**config.mk**
```make
export PLATFORM = sky130hd
export DESIGN_NAME = ip_tx_arbiter
export DESIGN_NICKNAME = d
export VERILOG_FILES = /design/src/rtl/ip_tx_arbiter.sv
export SDC_FILE = /design/constraint.sdc
export NUM_CORES = 1
export LEC_CHECK = 0
export CAP_MARGIN = 20
export CORE_MARGIN = 4
export CORE_UTILIZATION = 45
export CTS_BUF_LIST = sky130_fd_sc_hd__clkbuf_16
export DETAILED_ROUTE_END_ITERATION = 8
export GPL_ROUTABILITY_DRIVEN = 1
export MAX_ROUTING_LAYER = met4
export PLACE_DENSITY = 0.86
export SETUP_SLACK_MARGIN = 0.4
export SLEW_MARGIN = 20
export SYNTH_ARGS = -nofsm -noshare
export SYNTH_HDL_FRONTEND = slang
export SYNTH_SLANG_ARGS = --single-unit
```
**constraint.sdc**
```tcl
create_clock -name clock -period 4.65 [get_ports clock]
set_input_delay 0.93 -clock clock [delete_from_list [all_inputs] [get_ports clock]]
set_output_delay 0.93 -clock clock [all_outputs]
set_load 0.005 [all_outputs]
```
**src/rtl/ip_tx_arbiter.sv**
```systemverilog
// Round-robin transmit scheduler that shares one IPv4 header inserter between
// several payload sources. It latches the winner's header parameters and muxes its payload stream.
module ip_tx_arbiter #(
  parameter int NREQ          = 3,
  parameter int IFG           = 12,
  parameter int GRANT_TIMEOUT = 64
) (
  input  logic                clock,
  input  logic                reset,
  input  logic                tx_ready,
  input  logic [NREQ-1:0]     req,
  input  logic [NREQ-1:0]     req_is_icmp,
  input  logic [16*NREQ-1:0]  req_length,
  input  logic [32*NREQ-1:0]  req_dest_ip,
  input  logic [NREQ-1:0]     src_enable,
  input  logic [8*NREQ-1:0]   src_data,
  output logic [NREQ-1:0]     grant,
  output logic                ip_tx_enable,
  output logic [7:0]          ip_data,
  output logic                ip_is_icmp,
  output logic [15:0]         ip_length,
  output logic [31:0]         ip_destination_ip,
  input  logic                ip_active,
  output logic                timeout_pulse,
  output logic                length_error
);

  localparam int          IDX_W        = (NREQ > 1) ? $clog2(NREQ) : 1;
  localparam logic [15:0] TIMEOUT_LAST = 16'(GRANT_TIMEOUT - 1);
  localparam logic [15:0] IFG_LOAD     = 16'(IFG);

  typedef enum logic [2:0] {
    S_IDLE,
    S_GRANT,
    S_SEND,
    S_DRAIN,
    S_GAP
  } state_e;

  state_e             state_q, state_d;
  logic [NREQ-1:0]    grant_q, grant_d;
  logic [IDX_W-1:0]   last_q, last_d;
  logic               is_icmp_q, is_icmp_d;
  logic [15:0]        length_q, length_d;
  logic [31:0]        dest_q, dest_d;
  logic [15:0]        byte_cnt_q, byte_cnt_d;
  logic [15:0]        timer_q, timer_d;
  logic               timeout_q, timeout_d;
  logic               lerr_q, lerr_d;

  logic               win_found;
  logic [IDX_W-1:0]   win_idx;
  logic [NREQ-1:0]    win_onehot;
  logic               sel_icmp;
  logic [15:0]        sel_len;
  logic [31:0]        sel_dest;

  logic               g_en;
  logic               g_req;
  logic [7:0]         g_data;
  logic               data_phase;

  // Candidate position 'off' steps above 'base', wrapped into 0..NREQ-1.
  function automatic logic [IDX_W-1:0] wrap_idx(input logic [IDX_W-1:0] base, input int off);
    int s;
    s = int'(base) + off;
    if (s >= NREQ) s = s - NREQ;
    return IDX_W'(s);
  endfunction

  // Round-robin search starting just above the previous winner.
  always_comb begin
    // NOTE: every signal gets a default before any branch so no latch is inferred.
    win_found  = 1'b0;
    win_idx    = '0;
    win_onehot = '0;
    sel_icmp   = 1'b0;
    sel_len    = '0;
    sel_dest   = '0;
    for (int k = 1; k <= NREQ; k++) begin
      if (!win_found && req[wrap_idx(last_q, k)]) begin
        win_found = 1'b1;
        win_idx   = wrap_idx(last_q, k);
      end
    end
    if (win_found) win_onehot[win_idx] = 1'b1;
    for (int i = 0; i < NREQ; i++) begin
      if (win_onehot[i]) begin
        sel_icmp = sel_icmp | req_is_icmp[i];
        sel_len  = sel_len  | req_length[16*i +: 16];
        sel_dest = sel_dest | req_dest_ip[32*i +: 32];
      end
    end
  end

  // Only the granted source's enable, request and byte are visible downstream.
  always_comb begin
    g_en   = 1'b0;
    g_req  = 1'b0;
    g_data = '0;
    for (int i = 0; i < NREQ; i++) begin
      if (grant_q[i]) begin
        g_en   = g_en  | src_enable[i];
        g_req  = g_req | req[i];
        g_data = g_data | src_data[8*i +: 8];
      end
    end
  end

  always_comb begin
    state_d    = state_q;
    grant_d    = grant_q;
    last_d     = last_q;
    is_icmp_d  = is_icmp_q;
    length_d   = length_q;
    dest_d     = dest_q;
    byte_cnt_d = byte_cnt_q;
    timer_d    = timer_q;
    timeout_d  = 1'b0;
    lerr_d     = 1'b0;

    unique case (state_q)
      S_IDLE: begin
        if (tx_ready && win_found) begin
          grant_d   = win_onehot;
          last_d    = win_idx;
          is_icmp_d = sel_icmp;
          length_d  = sel_len;
          dest_d    = sel_dest;
          timer_d   = '0;
          state_d   = S_GRANT;
        end
      end

      S_GRANT: begin
        if (g_en) begin
          byte_cnt_d = 16'd1;
          state_d    = S_SEND;
        end else if (!g_req) begin
          grant_d = '0;
          state_d = S_IDLE;
        end else if (timer_q == TIMEOUT_LAST) begin
          grant_d   = '0;
          timeout_d = 1'b1;
          state_d   = S_IDLE;
        end else begin
          timer_d = timer_q + 16'd1;
        end
      end

      // A dropped request does not end the packet; only the enable does.
      S_SEND: begin
        if (g_en) begin
          if (byte_cnt_q != 16'hFFFF) byte_cnt_d = byte_cnt_q + 16'd1;
        end else begin
          grant_d = '0;
          lerr_d  = (byte_cnt_q != length_q);
          state_d = S_DRAIN;
        end
      end

      S_DRAIN: begin
        if (!ip_active) begin
          if (IFG == 0) begin
            state_d = S_IDLE;
          end else begin
            timer_d = IFG_LOAD;
            state_d = S_GAP;
          end
        end
      end

      // The counter holds IFG on the first gap cycle; IDLE follows after IFG gap cycles.
      S_GAP: begin
        if (timer_q <= 16'd1) begin
          timer_d = '0;
          state_d = S_IDLE;
        end else begin
          timer_d = timer_q - 16'd1;
        end
      end

      default: state_d = S_IDLE;
    endcase
  end

  always_ff @(posedge clock) begin
    // NOTE: sequential state uses non-blocking assignments so every register samples pre-edge values.
    if (!reset) begin
      state_q    <= S_IDLE;
      grant_q    <= '0;
      last_q     <= IDX_W'(NREQ - 1);
      is_icmp_q  <= 1'b0;
      length_q   <= '0;
      dest_q     <= '0;
      byte_cnt_q <= '0;
      timer_q    <= '0;
      timeout_q  <= 1'b0;
      lerr_q     <= 1'b0;
    end else begin
      state_q    <= state_d;
      grant_q    <= grant_d;
      last_q     <= last_d;
      is_icmp_q  <= is_icmp_d;
      length_q   <= length_d;
      dest_q     <= dest_d;
      byte_cnt_q <= byte_cnt_d;
      timer_q    <= timer_d;
      timeout_q  <= timeout_d;
      lerr_q     <= lerr_d;
    end
  end

  assign data_phase        = (state_q == S_GRANT) || (state_q == S_SEND);
  assign ip_tx_enable      = data_phase & g_en;
  assign ip_data           = data_phase ? g_data : 8'h00;
  assign grant             = grant_q;
  assign ip_is_icmp        = is_icmp_q;
  assign ip_length         = length_q;
  assign ip_destination_ip = dest_q;
  assign timeout_pulse     = timeout_q;
  assign length_error      = lerr_q;

endmodule

```
Word-level counts from Yosys, hierarchy flattened. Cells that the tools add are included.

Register bits after elaboration: 91. Input bits: 181. Logic and storage cells: 143.

Add/sub/neg operators: 9. Equal/unequal tests: 19. $lt $le $gt $ge: 9. Muxes and demuxes: 61. Reductions and logical operators: 18. Bitwise logic cells: 17.

Operators with widths (number): 16-bit two-way mux (12); 32-bit two-way mux (3); 32-bit OR (2); 16-bit case mux with 4 select lines (1); 3-bit two-way mux (11); 16-bit by 1-bit adder with 16-bit output, second input constant (2); 8-bit two-way mux (4); 16-bit OR (2); 16-bit case mux with 2 select lines (1); 2-bit inequality test, second input constant (10); 1-bit two-way mux (17); 16-bit by 6-bit equality test with 1-bit output, second input constant (1); 16-bit by 1-bit less-or-equal comparator with 1-bit output, second input constant (1); 16-bit inequality test (1); 16-bit inequality test, second input constant (1); 8-bit OR (2); 16-bit by 1-bit subtractor with 16-bit output, second input constant (1); 3-bit case mux with 5 select lines (1); 2-bit by 3-bit < comparator with 1-bit output, second input constant (4); 2-bit two-way mux (6); 5-bit AND reduction (2); 3-bit by 2-bit greater-or-equal comparator with 1-bit output, second input constant (3); 3-bit case mux with 3 select lines (1); 2-bit by 2-bit adder with 3-bit output, second input constant (2); other kinds (25) (42).

Longest topological paths before layout. Gate-level depths: netlist of the first run.

Word-level depth: 22. Mapped depth: 11.

Worst setup path before layout of the first run. No wires, ideal clock.

Kind: input -> register. From: input port src_enable[0]. To: register timer_q[11]. Library setup time: 0.122 ns. Stages on the path: 7. Buffers on the path: 1. Slack: 1.913 ns. Data arrival time: 2.616 ns. Required time: 4.528 ns. Cells stage by stage: a222oi_1 -> nand2b_1 -> a21oi_1 -> o211a_1 -> a21oi_1 -> buf_4 -> a221o_1.

Word-level cells in the longest chain between the ends: 7.

Ends and longest elaborated chain: start, declared (RTL line 15) `input logic [NREQ-1:0] src_enable,`; 1-bit two-way mux * (RTL line 102) `if (grant_q[i]) begin`; 1-bit OR (RTL line 103) `g_en = g_en | src_enable[i];`; 1-bit two-way mux * (RTL line 102); 1-bit OR (RTL line 103); 1-bit two-way mux * (RTL line 102); 2-bit inequality test (no line) *; 6-bit AND reduction (no line) *; end signal, assigned (RTL line 208) `timer_q <= timer_d;`; end, declared (RTL line 47) `logic [15:0] timer_q, timer_d;`.

Mark *: on every way between the ends. The rest lies on a longest branch, timed or not. A chain may end at the register's enable or synchronous reset.

Final worst setup path of the first run.
From: input port src_enable[0]. To: output port ip_tx_enable.

Word-level cells in the longest chain between the ends: 6.

Ends and longest elaborated chain: 1-bit two-way mux * (RTL line 102); 1-bit OR (RTL line 103); 1-bit two-way mux * (RTL line 102); 1-bit OR (RTL line 103); 1-bit two-way mux * (RTL line 102); 1-bit bitwise AND * (RTL line 215) `assign ip_tx_enable = data_phase & g_en;`; end, declared (RTL line 18) `output logic ip_tx_enable,`.

Marks and branches as above.

==> results list, run 1 <==
- From synthesis to final layout, the design area changed by 52.9%.
- The die covers 13,500 um^2.
- Headroom to the max-slew limit: 32.9%
- Net switching is between 30% and 40% of the power.
- Synthesis produced a netlist with a net count of 818.
- Pre-Repair DR Iteration Count: 8
* Outcome: completed
- After layout, the minimum clock period comes to 3.95 ns.
- The H-tree was split into 3 levels.
- Overall die width: 116 um
* Post-detail-place hpwl: between 15,000 and 20,000 um
- Dividing the detail-routed wire length by the instance count gives 21.3 um.
* Count of unresolved DRC violations after routing: 0
* Count of nets after finishing: 1,017
- Post-CTS Setup Repair Bufs: 0
- Total power for the finished layout comes to 2.87 mW.
- After the first detailed-routing iteration, the DRC count stood at 902.
- For this design, the sink count on the clock tree is 91.
- Commonest register cell after synthesis: sky130_fd_sc_hd__dfxtp_1
- The routed design has approximately 21,000 um of wire.
- The synthesized netlist occupies a cell area of 5270 um^2.
* Clock-pin transition on the worst setup and hold timing paths: roughly 0.060 ns
* Setup TNS: 0 ns
- The tightest hold path in the finished design has a slack of 0.513 ns.
- Across the routed clock network, the largest skew measured is 0.00744 ns.
- Resize count post-CTS: 0
- Number of unique standard cell types used by synthesis: 63
- In this run the static leakage power is around 3.0 nW.
- Most common cell after layout, fill and taps aside: sky130_fd_sc_hd__clkdlybuf4s50_1
- After filler insertion, the fill cell instance count of the layout stands at 916.
- Entering global routing, the biggest net connects 103 pins.
- At the worst endpoint, the arrival time is roughly 3 ns.
* Clock power frac: between 20 and 30%
- Initial core utilization: 46.1%
- Worst-skew pair later-pin latency: 0.34 ns
- Max-slew violation count: 0
- Global-route wire length before repair: ~32,000 um
* Routability congestion estimate: roughly 0.96
- Cell internal power was estimated by the tool at around 1.9 mW.
- Fmax: 253 MHz
- In the final layout, the share of cells above drive strength 1 is 4.68%.
* Pin slew with the least headroom to its limit: 1.01 ns
- Post-synth EDFFs: 0
* Data required time of the critical path: between 3 and 4 ns
- Fraction of power consumed by combinational cells: 38.6%
- Num rows: 39
- Pin placement for this block handled 244 I/O pins.
- Yosys reg bits: 91
* Via density per instance: 6.42
- Die outline height: 116 um
- Summed over all nets, the switching power comes to 954 uW.
- No sink is reached through more buffers than the 2 on the longest clock path.
- CTS root buf: sky130_fd_sc_hd__clkbuf_16
- Timing analysis after detailed placement gives a worst setup slack of about 0.69 ns.
- GR Overflow Total: 0
- The final critical path takes up 84.9% of the cycle.
- The Yosys step of the flow raised 0 warnings.
- Global routing used 31.2% of the available tracks.
- In this run the worst path has a maximum fanout of 8.
- Dividing total power by cell area gives a power density of 356 nW/um^2.
- Yosys top cell area share: 34.6%
- The biggest area contributor in the post-synthesis netlist is sky130_fd_sc_hd__dfxtp_1.
* Number of setup violations in the final report: 0
* Commonest cells after routing, fill and taps aside: sky130_fd_sc_hd__clkdlybuf4s50_1, sky130_fd_sc_hd__dfxtp_1, sky130_fd_sc_hd__a21oi_1, sky130_fd_sc_hd__o21ai_0, sky130_fd_sc_hd__a222oi_1
- Synthesis handed over a netlist of 630 instances.
- Final antenna-violating net count: 0
- The via count of the first global-routing pass came to 6,311.
* Proportion of register bits with asynchronous set or reset after synthesis: 0%
* Area of the core region: 11,400 um^2
- Cell types with the largest area share after synthesis: sky130_fd_sc_hd__dfxtp_1, sky130_fd_sc_hd__a222oi_1, sky130_fd_sc_hd__a21oi_1, sky130_fd_sc_hd__o21ai_0, sky130_fd_sc_hd__xor2_1
* Maximum Capacitance Violations: 0
* Type of the tightest min-delay check: flip-flop to flip-flop
- For this block, the via count after detailed routing is 6,292.
* Mean post-synth cell area: ~8.4 um^2
* Number of buffers inserted by port buffering: 243
- Sequential element share of the synthesized area: 34.6%
- In this run, flip-flops and latches consume about 35% of the power.
* Number of antenna violations at the first check in global routing: 4
* Max VDD drop: 0.000283 V
* Hold_buf cts: 0
* Worst Slack Setup Final: about 0.70 ns
- The worst setup path is launched from an input port.
* Num CTS Buffers: 9
- Startpoint-to-endpoint class of the critical path: input port to primary output
* Capturing element type of the critical path: primary output
- Setup repair after global routing left no endpoint under its margin.
- TritonCTS built the clock tree.
- Final hold violation count: 0
## metal layers
metal | global-route usage [%] | share of wire, % | wire length, um | vias up
met5 | - | 0 | 0 | -
met4 | 10.5 | 3.2 | 671 | 0
met3 | 8.55 | 9.1 | 1900 | 49
met2 | 53.8 | 51 | 10700 | 347
met1 | 34.9 | 37 | 7660 | 3008
li1 | - | - | - | 2888
## Yosys cell counts, types with 5 or more instances
| master | instances |
|---|---|
| sky130_fd_sc_hd__xor2_1 | 28 |
| sky130_fd_sc_hd__nor2b_1 | 5 |
| sky130_fd_sc_hd__a221o_1 | 6 |
| sky130_fd_sc_hd__xnor2_1 | 7 |
| sky130_fd_sc_hd__and2_1 | 5 |
| sky130_fd_sc_hd__and3_1 | 12 |
| sky130_fd_sc_hd__nand4_1 | 13 |
| sky130_fd_sc_hd__nand2b_1 | 8 |
| sky130_fd_sc_hd__dfxtp_1 | 91 |
| sky130_fd_sc_hd__nand2_1 | 23 |
| sky130_fd_sc_hd__a222oi_1 | 59 |
| sky130_fd_sc_hd__nor2_1 | 41 |
| sky130_fd_sc_hd__nor3_1 | 14 |
| sky130_fd_sc_hd__a211oi_1 | 5 |
| sky130_fd_sc_hd__inv_1 | 8 |
| sky130_fd_sc_hd__nor4_1 | 10 |
| sky130_fd_sc_hd__a21oi_1 | 64 |
| sky130_fd_sc_hd__a22o_1 | 6 |
| sky130_fd_sc_hd__and4_1 | 5 |
| sky130_fd_sc_hd__clkbuf_1 | 52 |
| sky130_fd_sc_hd__nand3_1 | 16 |
| sky130_fd_sc_hd__ha_1 | 7 |
| sky130_fd_sc_hd__o21ai_0 | 62 |
## cells by family (layout without fill, tap and decap cells)
kind of cell | count (synthesis) | in the layout | share of synthesized area, %
AO/OA/AOI/OAI | 252 | 252 | 34.2
AND/OR/NAND/NOR | 169 | 169 | 17.3
flip-flops | 91 | 91 | 34.6
buffers and inverters | 72 | 275 | 5.70
XOR/XNOR | 35 | 35 | 5.82
adder cells (fa/ha/maj) | 7 | 7 | 1.66
multiplexers | 4 | 4 | 0.760
other | 0 | 4 | 0
## final cells by class
cell class / count / area [um^2] / area share [%]
multi-input combinational: 467 / 3180 / 39.5
timing repair buffer: 251 / 2520 / 31.3
sequential: 91 / 1820 / 22.6
clock buffer: 9 / 225 / 2.80
tap: 143 / 179 / 2.22
clock inverter: 6 / 81.3 / 1.01
inverter: 9 / 33.8 / 0.419
antenna: 4 / 10.0 / 0.124
## state kept, by name, indices dropped and copies added (netlist names), 2 cells and up
signal	cells
ip_length	16
ip_destination_ip	32
grant	3
timer_q	16
byte_cnt_q	16
state_q	3
last_q	2
## critical path, cell delays in order
cell and delay (ns):
sky130_fd_sc_hd__clkdlybuf4s50_1 0.42, sky130_fd_sc_hd__a222oi_1 0.89, sky130_fd_sc_hd__nor3_1 0.23, sky130_fd_sc_hd__clkdlybuf4s50_1 0.54
## power groups by stage
stage | clock network, mW | logic [mW] | registers (mW)
6_report | 0.767 | 1.11 | 0.992
3_3_place_gp | 0 | 1.05 | 1.00
4_1_cts | 0.780 | 1.09 | 0.990
3_5_place_dp | 0 | 1.08 | 1.00
5_1_grt | 0.806 | 1.21 | 1.00
2_1_floorplan | 0 | 0.563 | 0.970
## stage by stage
step                util, %  area (um^2)  cells
floorplan                 -         5270    630
global placement       67.5         7710    960
detailed placement     67.5         7710    960
CTS                    70.2         8010    975
global route           70.5         8060    980
finish                 70.5         8060    980
## worst paths after layout
path,start,to,slack (ns),depth (start not counted)
setup / recovery,src_enable[0],ip_tx_enable,0.70,4
hold / removal,ip_destination_ip[20],ip_destination_ip[20],0.51,2
setup reg to reg,timer_q[7],timer_q[4],1.48,6
hold reg to reg,ip_destination_ip[20],ip_destination_ip[20],0.51,2
Power figures use the tool's default switching activity.
==> run 2, diff against run 1 <==
--- a/config.mk
+++ b/config.mk
@@ -7,12 +7,12 @@
 export LEC_CHECK = 0
 export CAP_MARGIN = 20
 export CORE_MARGIN = 4
-export CORE_UTILIZATION = 45
+export CORE_UTILIZATION = 42
 export CTS_BUF_LIST = sky130_fd_sc_hd__clkbuf_16
 export DETAILED_ROUTE_END_ITERATION = 8
 export GPL_ROUTABILITY_DRIVEN = 1
 export MAX_ROUTING_LAYER = met4
-export PLACE_DENSITY = 0.86
+export PLACE_DENSITY = 0.81
 export SETUP_SLACK_MARGIN = 0.4
 export SLEW_MARGIN = 20
 export SYNTH_ARGS = -nofsm -noshare
==> constraint.sdc (replaced) <==
create_clock -name clock -period 4.05 [get_ports clock]
set_input_delay 0.81 -clock clock [delete_from_list [all_inputs] [get_ports clock]]
set_output_delay 0.81 -clock clock [all_outputs]
set_load 0.005 [all_outputs]
==> results list, run 2 (synthesized netlist as in run 1, its figures left out) <==
* Num rows: 40 (+2.6%)
- Count of nets after finishing: 1,018 (+0.098%)
- Number of top-level design ports: 244 (unchanged)
- The total negative setup slack was 0 ns (unchanged).
* Capturing element type of the critical path: primary output
- STA classifies the critical path startpoint as an input port.
- Reg2Reg Launch Point: timer_q[7]
- The final setup skew is 0.00762 ns (+0.000180 ns).
* Data arrival at the endpoint of the critical path: 2.50 ns (-0.52 ns)
- The top cell types in the final layout, fill and taps aside, are sky130_fd_sc_hd__clkdlybuf4s50_1, sky130_fd_sc_hd__dfxtp_1, sky130_fd_sc_hd__a21oi_1, sky130_fd_sc_hd__o21ai_0, sky130_fd_sc_hd__a222oi_1.
- Setup repair after global routing left no endpoint under its margin.
* Final instance count without filler cells: 1,005 (+2.6%)
- Worst setup path end: ip_tx_enable
* DIE AREA: 14,400 um^2 (+6.6%)
* Data required time of the critical path: 3.24 ns (-0.48 ns)
* Routability congestion estimate: 0.986 (+3.0%)
- The tightest hold margin is 0.509 ns (-0.00358 ns).
- Setup slack, reg-to-reg: 0.90 ns (-0.58 ns)
- The largest net degree at the start of global routing is 103 (unchanged).
- The number of clock sinks is 91 (unchanged).
- The global routing stage identified its most utilized layer as met2.
- The min-delay analysis places its worst path in the category flip-flop to flip-flop.
- The fraction of layout cells with a size suffix above 1 came to 4.67% (-0.011 points).
- Met2 layer usage reported by global route: 49.4% (-4.4 points)
* Total power divided by cell area: 411 nW/um^2 (+15%)
- Final hold violation count: 0 (unchanged)
- Area of the core region: 12,200 um^2 (+6.5%)
- The initial standard-cell utilization of the core came to 43.3% (-2.8 points).
- Clock period minus final worst setup slack: 3.31 ns
- Total power: 3.34 mW (+16%)
* Vias: 6,257 (-0.56%)
- The endpoint identified for the worst register-to-register timing path is timer_q[5].
- The relative slew slack was 32.7% (-0.20 points).
- CTS root buf: sky130_fd_sc_hd__clkbuf_16
- The number of gates given a new drive strength after cts is 0 (unchanged).
* Number of placed instances with taps included: 985 (+2.6%)
- The detail-routed via count per cell was 6.23 (-3.0%).
- Overall die width: 120 um (+3.3%)
- Fmax: 303 MHz
* Placed cell areas: 7750 um^2 (+0.57%)
- The initial antenna violation count came to 2 (-2).
- The count of TritonRoute iterations in the first routing pass came to 7 (-1).
- The total setup violations reported at the end of the flow was 0 (unchanged).
- Pleak: 3.00 nW (+0.61%)
* Global-route wire length before repair: 33,200 um (+2.6%)
* Most common cell after layout, fill and taps aside: sky130_fd_sc_hd__clkdlybuf4s50_1
* Num CTS Buffers: 9 (unchanged)
- Growth of design area from synthesis to finish: 54.2%
* Outcome: completed
* GR Overflow Total: 0 (unchanged)
- Average detailed-routed wire length per instance: 21.7 um (+1.5%)
* Startpoint-to-endpoint class of the critical path: input port to primary output
* Maximum Capacitance Violations: 0 (unchanged)
- Maximum clock insertion buffer count: 2 (unchanged)
- The count of pins over their slew limit is 0 (unchanged).
- The layout filler cell count was 1,001 (+9.3%).
- Max FFs per register: 32 (unchanged)
- TritonCTS built the clock tree.
- Hold_buf cts: 0 (unchanged)
- Worst-path fanout max: 4 (-4)
- Pin slew with the least headroom to its limit: 1.01 ns (+0.00307 ns)
- Final antenna-violating net count: 0 (unchanged)
- The via count of the first global-routing pass is 6,208 (-1.6%).
- The height of the chip came to 120 um (+3.3%).
* Met1 routing resource usage after global routing: 33.2% (-1.7 points)
- Count of unresolved DRC violations after routing: 0 (unchanged)
- The total wire length was 21,800 um (+4.1%).
- The logic depth of the worst register-to-register path was 6 (unchanged).
- The met3 track demand over resource was 10.0% (+1.5 points).
* Period Utilization, post-route: about 82%
* Final Instance Area: 8120 um^2 (+0.85%)
* Post-CTS Setup Repair Bufs: 0 (unchanged)
* Max VDD drop: 0.000286 V (+0.92%)
- The global-route usage over all layers was 30.0% (-1.2 points).
- Crit. Startpoint: src_enable[0]
- The final HPWL from detailed placement came to 15,900 um (+3.1%).
- Number of buffers inserted by port buffering: 243 (unchanged)
- The clock edge transition at the registers on the reported setup and hold paths is 0.06 ns (about the same).
- The insertion delay of the later-clocked pin in the worst-skew pair was 0.35 ns (about the same).
- The count of H-tree levels built during CTS is 3 (unchanged).
- First-iteration detailed-routing DRC count: 907 (+0.55%)
run 2: cell count changes in the layout (fill, tap and decap cells not counted), sizes merged:
| cell | previous run | this run |
|---|---|---|
| diode | 4 | 2 |
| buf | 9 | 10 |
| inv | 8 | 9 |
run 2: power by group:
| part | leakage, nW | total (mW) | internal [mW] | switching (mW) |
|---|---|---|---|---|
| sequential | 0.744 | 1.14 | 1.02 | 0.125 |
| clock | 0.152 | 0.891 | 0.533 | 0.358 |
| combinational | 2.11 | 1.30 | 0.660 | 0.643 |
| total | 3.00 | 3.34 | 2.21 | 1.13 |
run 2: through the flow:
stage / setup WS (ns) / util [%]
2_1_floorplan: 1.43 / -
3_3_place_gp: 0.706 / 63.7
3_5_place_dp: 0.631 / 63.7
4_1_cts: 0.716 / 66.3
5_1_grt: 0.682 / 66.8
6_report: 0.744 / 66.8
run 2: how the worst min path moves through the flow:
| stage | start | end | slack [ns] | cells after the start |
|---|---|---|---|---|
| finish | ip_destination_ip[20] | ip_destination_ip[20] | 0.51 | 2 |
| global route | ip_destination_ip[20] | ip_destination_ip[20] | 0.55 | 2 |
| CTS | ip_destination_ip[20] | ip_destination_ip[20] | 0.51 | 2 |
| detailed placement | ip_destination_ip[20] | ip_destination_ip[20] | 0.50 | 2 |
| global placement | ip_destination_ip[20] | ip_destination_ip[20] | 0.50 | 2 |
| floorplan | timer_q[13] | timer_q[13] | 0.49 | 1 |
run 2: layout make-up:
class | count | area [um^2] | share of cell area (%)
well taps | 168 | 210 | 2.59
clock buffers | 9 | 225 | 2.77
clock inverters | 7 | 83.8 | 1.03
diodes | 2 | 5.00 | 0.0616
inverters | 9 | 33.8 | 0.416
flip-flops and latches | 91 | 1820 | 22.4
repair buffers | 252 | 2560 | 31.5
multi-input cells | 467 | 3180 | 39.2
run 2: worst max-delay path, stage by stage:
cell and delay [ns]:
sky130_fd_sc_hd__clkdlybuf4s50_1 0.46, sky130_fd_sc_hd__a222oi_1 0.14, sky130_fd_sc_hd__nor3_1 0.45, sky130_fd_sc_hd__clkdlybuf4s50_1 0.62
run 2: metal layers:
metal	part of all wire, %	wire [um]	vias up
li1	-	-	2899
met2	49	10600	353
met3	9.4	2050	65
met5	0	0	-
met4	4.3	926	0
met1	38	8230	2940
